--- src/rtl/tinychip_mc_controller.sv ---
// -----------------------------------------------------------------------------
// tinychip_mc_controller
//
// Multi-cycle controller for the TinyChip 9-bit ISA. Holds the 4-entry
// register file, the ALU and the program counter, fetches from an external
// combinational instruction memory and talks to data memory through a
// request/acknowledge handshake. Sequencing is an explicit
// FETCH -> EXEC -> (MEM) -> FETCH state machine with an absorbing HALT state.
//
// Ports
//   clk         clock, all state on the rising edge
//   reset       asynchronous, active-high reset
//   imem_addr   instruction address (current PC)
//   imem_instr  instruction word at imem_addr
//   imem_done   end-of-program flag for imem_addr
//   dmem_req    data-memory request, held until dmem_ack
//   dmem_we     1 = store, 0 = load (valid while dmem_req)
//   dmem_addr   data-memory address
//   dmem_wdata  store data
//   dmem_rdata  load data, valid with dmem_ack
//   dmem_ack    one-cycle completion strobe
//   retired     one-cycle pulse after each instruction completes
//   done        high once the controller has halted
// -----------------------------------------------------------------------------
module tinychip_mc_controller #(
  parameter int DATA_W  = 16,
  parameter int PC_W    = 8,
  parameter int DADDR_W = 6
) (
  input  logic               clk,
  input  logic               reset,
  output logic [PC_W-1:0]    imem_addr,
  input  logic [8:0]         imem_instr,
  input  logic               imem_done,
  output logic               dmem_req,
  output logic               dmem_we,
  output logic [DADDR_W-1:0] dmem_addr,
  output logic [DATA_W-1:0]  dmem_wdata,
  input  logic [DATA_W-1:0]  dmem_rdata,
  input  logic               dmem_ack,
  output logic               retired,
  output logic               done
);

  typedef enum logic [1:0] {
    FETCH = 2'd0,
    EXEC  = 2'd1,
    MEM   = 2'd2,
    HALT  = 2'd3
  } state_t;

  // Architectural and control state
  state_t               state_q;
  logic [PC_W-1:0]      pc_q;
  logic [8:0]           ir_q;
  logic [DATA_W-1:0]    rf_q [4];
  logic                 req_q;
  logic                 we_q;
  logic [DADDR_W-1:0]   addr_q;
  logic [DATA_W-1:0]    wdata_q;
  logic                 retired_q;
  logic                 done_q;

  // Instruction fields
  logic                 ir_bt;
  logic [2:0]           ir_op;
  logic [1:0]           ir_rd;
  logic [1:0]           ir_ro;
  logic                 ir_fn;
  logic [DATA_W-1:0]    opa;
  logic [DATA_W-1:0]    opb;
  logic [DATA_W-1:0]    imm;
  logic [PC_W-1:0]      pc_inc;

  // EXEC-stage next-state values
  logic                 rf_we_d;
  logic [DATA_W-1:0]    rf_wdata_d;
  logic [PC_W-1:0]      pc_d;
  logic                 mem_go_d;
  logic                 mem_we_d;
  logic [DADDR_W-1:0]   mem_addr_d;
  logic [DATA_W-1:0]    mem_wdata_d;

  // Register value to PC width; zero-extends when PC_W exceeds DATA_W.
  function automatic logic [PC_W-1:0] to_pc(input logic [DATA_W-1:0] v);
    logic [PC_W+DATA_W-1:0] ext;
    ext = {{PC_W{1'b0}}, v};
    return ext[PC_W-1:0];
  endfunction

  // Register value to data-memory address width (low bits).
  function automatic logic [DADDR_W-1:0] to_daddr(input logic [DATA_W-1:0] v);
    return v[DADDR_W-1:0];
  endfunction

  assign ir_bt  = ir_q[8];
  assign ir_op  = ir_q[7:5];
  assign ir_rd  = ir_q[4:3];
  assign ir_ro  = ir_q[2:1];
  assign ir_fn  = ir_q[0];

  // Operands are read from the current register contents, so an instruction
  // whose destination is also its source sees the old value.
  assign opa    = rf_q[ir_rd];
  assign opb    = rf_q[ir_ro];
  assign imm    = {{(DATA_W-3){1'b0}}, ir_q[2:0]};
  assign pc_inc = pc_q + {{(PC_W-1){1'b0}}, 1'b1};

  // Instruction decode and ALU
  always_comb begin
    rf_we_d     = 1'b0;
    rf_wdata_d  = '0;
    pc_d        = pc_inc;
    mem_go_d    = 1'b0;
    mem_we_d    = 1'b0;
    mem_addr_d  = to_daddr(opb);
    mem_wdata_d = opb;
    if (ir_bt) begin
      case (ir_op)
        3'b000: begin
          rf_we_d    = 1'b1;
          rf_wdata_d = opa + imm;
        end
        3'b001: begin
          rf_we_d    = 1'b1;
          rf_wdata_d = opa - imm;
        end
        3'b010: if (opa == imm) pc_d = to_pc(rf_q[3]);
        3'b011: if (opa != imm) pc_d = to_pc(rf_q[3]);
        3'b100: begin
          mem_go_d   = 1'b1;
          mem_addr_d = to_daddr(opb);
        end
        3'b101: begin
          mem_go_d    = 1'b1;
          mem_we_d    = 1'b1;
          mem_addr_d  = to_daddr(opa);
          mem_wdata_d = opb;
        end
        3'b110: begin
          rf_we_d    = 1'b1;
          rf_wdata_d = opa >> ir_q[2:0];
        end
        default: begin
          rf_we_d    = 1'b1;
          rf_wdata_d = opa << ir_q[2:0];
        end
      endcase
    end else if (ir_fn && ir_op == 3'b000) begin
      // Register-indirect jump
      pc_d = to_pc(opb);
    end else if (ir_fn && ir_op == 3'b101) begin
      // Clear destination register
      rf_we_d    = 1'b1;
      rf_wdata_d = '0;
    end else begin
      rf_we_d = 1'b1;
      case (ir_op)
        3'b000:  rf_wdata_d = opa + opb;
        3'b001:  rf_wdata_d = opa - opb;
        3'b010:  rf_wdata_d = opa & opb;
        3'b011:  rf_wdata_d = opa | opb;
        3'b100:  rf_wdata_d = opa ^ opb;
        3'b101:  rf_wdata_d = opa * opb;
        3'b110:  rf_wdata_d = opa >> opb[3:0];
        default: rf_wdata_d = opa << opb[3:0];
      endcase
    end
  end

  // Controller state machine; every output is a register.
  always_ff @(posedge clk or posedge reset) begin
    if (reset) begin
      state_q   <= FETCH;
      pc_q      <= '0;
      ir_q      <= '0;
      for (int i = 0; i < 4; i++) rf_q[i] <= '0;
      req_q     <= 1'b0;
      we_q      <= 1'b0;
      addr_q    <= '0;
      wdata_q   <= '0;
      retired_q <= 1'b0;
      done_q    <= 1'b0;
    end else begin
      retired_q <= 1'b0;
      case (state_q)
        FETCH: begin
          if (imem_done) begin
            state_q <= HALT;
            done_q  <= 1'b1;
          end else begin
            ir_q    <= imem_instr;
            state_q <= EXEC;
          end
        end
        EXEC: begin
          if (mem_go_d) begin
            req_q   <= 1'b1;
            we_q    <= mem_we_d;
            addr_q  <= mem_addr_d;
            wdata_q <= mem_wdata_d;
            state_q <= MEM;
          end else begin
            if (rf_we_d) rf_q[ir_rd] <= rf_wdata_d;
            pc_q      <= pc_d;
            retired_q <= 1'b1;
            state_q   <= FETCH;
          end
        end
        MEM: begin
          // Address/data stay put until the ack so the memory sees a stable
          // request for the whole handshake.
          if (dmem_ack) begin
            req_q <= 1'b0;
            if (!we_q) rf_q[ir_rd] <= dmem_rdata;
            pc_q      <= pc_inc;
            retired_q <= 1'b1;
            state_q   <= FETCH;
          end
        end
        default: begin
          done_q <= 1'b1;
        end
      endcase
    end
  end

  assign imem_addr  = pc_q;
  assign dmem_req   = req_q;
  assign dmem_we    = we_q;
  assign dmem_addr  = addr_q;
  assign dmem_wdata = wdata_q;
  assign retired    = retired_q;
  assign done       = done_q;

endmodule
--- config.mk ---
export PLATFORM = sky130hd
export DESIGN_NAME = tinychip_mc_controller
export DESIGN_NICKNAME = d
export VERILOG_FILES = /design/src/rtl/tinychip_mc_controller.sv
export SDC_FILE = /design/constraint.sdc
export NUM_CORES = 1
export LEC_CHECK = 0
export BUFFER_PORTS_ARGS = -buffer_cell sky130_fd_sc_hd__buf_4
export CAP_MARGIN = 40
export CORE_MARGIN = 8
export CORE_UTILIZATION = 65
export CTS_CLUSTER_SIZE = 30
export DETAILED_ROUTE_END_ITERATION = 12
export PLACE_DENSITY = 0.93
export SLEW_MARGIN = 25
export SYNTH_ARGS = -nofsm -noshare
export SYNTH_HDL_FRONTEND = slang
export SYNTH_SLANG_ARGS = --single-unit
--- constraint.sdc ---
create_clock -name clk -period 12.52 [get_ports clk]
set_clock_uncertainty 0.2 [all_clocks]
set_input_delay 2.504 -clock clk [delete_from_list [all_inputs] [get_ports clk]]
set_output_delay 2.504 -clock clk [all_outputs]
set_load 0.1 [all_outputs]
==> run metrics <==
endpoints failing hold 0; number of synthesized flops with an enable pin 0; final weighted congestion in routability-driven placement 1.04; DRT antenna net count 0; Gate Count Post-Synth 1806; most used cell, CP fa_1; Yosys top cell area share 0.184; largest net degree at the start of global routing 58; CTS tree built; Area growth syn-to-layout 5.82%; crit start category register; number of global-route vias before repair 14980; slew margin rel. 0.375; Synth area leaders dfrtp_1, fa_1, ha_1; Clock transition at path regs 0.09 ns; grt total ovfl 0; minimum clock period 8.17 ns; grt met1 use 0.492; root buf cell clkbuf_16; Syn Nets 2028; period utilization 0.653; fmax 0.122 GHz; crit-path leading delay family adder cells; CP Class reg -> reg; DRT iter0 DRCs 2362; M2 GR Usage 0.604; unrepaired setup endpoints after global routing no; core area 22500 µm²; # Post-CTS Setup Buffers 0; DR WL/cell 27.4 µm; Hold/Removal Path Class reg -> reg; GRT Total Usage 0.406; layout cells sized above 1 0.135; Ant. Diodes 0; Total Wirelength 57000 µm; endpoint class of the critical path register; Fin Setup TNS 0 ns; Final setup viols 0; Mapped Area 14800 µm²; first-pass GRT wire length 87700 µm; sequential share of the synthesized area 0.184; I/O Pins 63; Initial Util 0.659; CP arrival 8.22 ns; Vias per Instance 7.20; DP Wirelength 40700 µm; Top Usage Layer GRT met2; status completed; Die H 167 µm; H-tree depth 3; # port buffers 62; critical path data required time 12.56 ns; Slowest-stage cell, CP dfrtp_2; Syn Area/Cell 8.21 µm²; count of pins over their slew limit 0; die area 27900 µm²; worst skew pair latency 0.38 ns; Residual DRC 0; Sink Count 109; post-cts resize count 0; Synth Register Bits 109; Worst Max-Slew Pin Slew 0.938 ns; Distinct cells, synth 81; row count 55; initial antenna violation count 1; CTS Buffer Depth 2; Synth async-reset ratio 1.00; drt pass-1 iters 7; die width 167 µm; buffers plus inverters on the worst setup path 7; warnings from Yosys 0; Max Cap Viol 0; CTS Buf Count 9; max incr delay on CP 0.86 ns; Layout Nets 2016; Crit Path Max Fanout 37; M3 GR Usage 0.133; hold_buf cts 0; Primary FF master, synth dfrtp_1; Synth area leader dfrtp_1; via count 15015
==> Yosys cell counts, types with 19 or more instances <==
cell type  count
nor2_1       181
dfrtp_1      109
nand2_1      225
mux2i_1       65
o21ai_0      119
xnor2_1       68
nor3_1        26
ha_1         110
fa_1          83
buf_2         24
mux2_2        47
a211oi_1      32
buf_1         20
inv_1        149
nand3_1       26
mux4_2        33
clkbuf_1      67
o21ai_1       19
a21oi_1      120
==> cell families (layout without fill, tap and decap cells) <==
family / after synthesis / count (layout) / share of synthesized area
xor gates and xnor gates: 86 / 86 / 0.0517
DFF: 109 / 109 / 0.184
adders and majority gates: 193 / 193 / 0.205
muxes: 145 / 145 / 0.130
and+or+nand+nor: 519 / 519 / 0.149
buffers and inverters: 297 / 290 / 0.0841
AOI/OAI and AO/OA: 457 / 457 / 0.197
==> layout by cell type, fill, tap and decap left out, drive strengths merged, types with 7 or more instances in the layout <==
cell type | netlist | layout
nor3 | 27 | 27
fa | 83 | 83
clkinv | 10 | 13
o21ai | 142 | 142
clkbuf | 67 | 10
o221ai | 13 | 13
o31ai | 17 | 17
a21oi | 120 | 120
ha | 110 | 110
mux4 | 33 | 33
xnor2 | 68 | 68
xor2 | 17 | 17
inv | 159 | 161
a221oi | 7 | 7
a21o | 9 | 9
a222oi | 8 | 8
a31oi | 14 | 14
dfrtp | 109 | 109
nand2 | 226 | 226
mux2 | 47 | 47
o21a | 7 | 7
a211oi | 33 | 33
nor2b | 8 | 8
o211ai | 9 | 9
nor2 | 181 | 181
or3 | 9 | 9
mux2i | 65 | 65
nand3 | 27 | 27
o22ai | 15 | 15
and3 | 7 | 7
buf | 61 | 104
==> path summary, 6_finish.rpt <==
kind                            depth (start not counted)       endpoint  slack, ns           from
worst max-delay path                                   26       rf_q[43]       4.35        ir_q[2]
worst min-delay path                                    2  dmem_wdata[0]       0.29  dmem_wdata[0]
worst min register to register                          2  dmem_wdata[0]       0.29  dmem_wdata[0]
max in group asynchronous                               3        ir_q[1]       8.85          reset
worst max register to register                         26       rf_q[43]       4.35        ir_q[2]
min in group asynchronous                               2       rf_q[25]       2.03          reset
==> sequential cells by signal, indices dropped and copies added (netlist names) <==
| register | count |
|---|---|
| dmem_we | 1 |
| ir_q | 9 |
| dmem_addr | 6 |
| state_q | 2 |
| rf_q | 64 |
| done | 1 |
| dmem_wdata | 16 |
| dmem_req | 1 |
| retired | 1 |
| imem_addr | 8 |
==> routing by layer <==
metal  share of wire  routed length, µm
met4           0.085               4860
met5         0.00021                 12
met2            0.43              24600
met1            0.34              19600
met3            0.14               7960
==> per-stage QoR <==
step	cells	hold slack (ns)	cell area [µm²]	setup WS [ns]	utilization
final	2084	0.288	15700	4.35	0.697
after global routing	2084	0.305	15700	4.09	0.697
after CTS	2081	0.293	15700	4.56	0.696
after detailed placement	2065	0.272	15400	4.59	0.682
after global placement	2062	0.262	15300	4.76	0.681
after floorplan	1806	0.260	14800	5.58	-
==> worst min-delay path, delay by kind of cell, from the launching register on <==
family / cells / cell delay [ns]
DFF: 1 / 0.35
AOI/OAI and AO/OA: 1 / 0.06
and+or+nand+nor: 1 / 0.04
==> cell type report <==
| class | instances | area (µm²) |
|---|---|---|
| Fill cell | 1787 | 6820 |
| Tap cell | 285 | 357 |
| Sequential cell | 109 | 2730 |
| Inverter | 169 | 637 |
| Timing Repair Buffer | 105 | 801 |
| Multi-Input combinational cell | 1400 | 10900 |
| Clock inverter | 7 | 78.8 |
| Clock buffer | 9 | 225 |
Power is not shown: default switching activity piles up to over one toggle a cycle in this logic, so the estimate is an artifact.
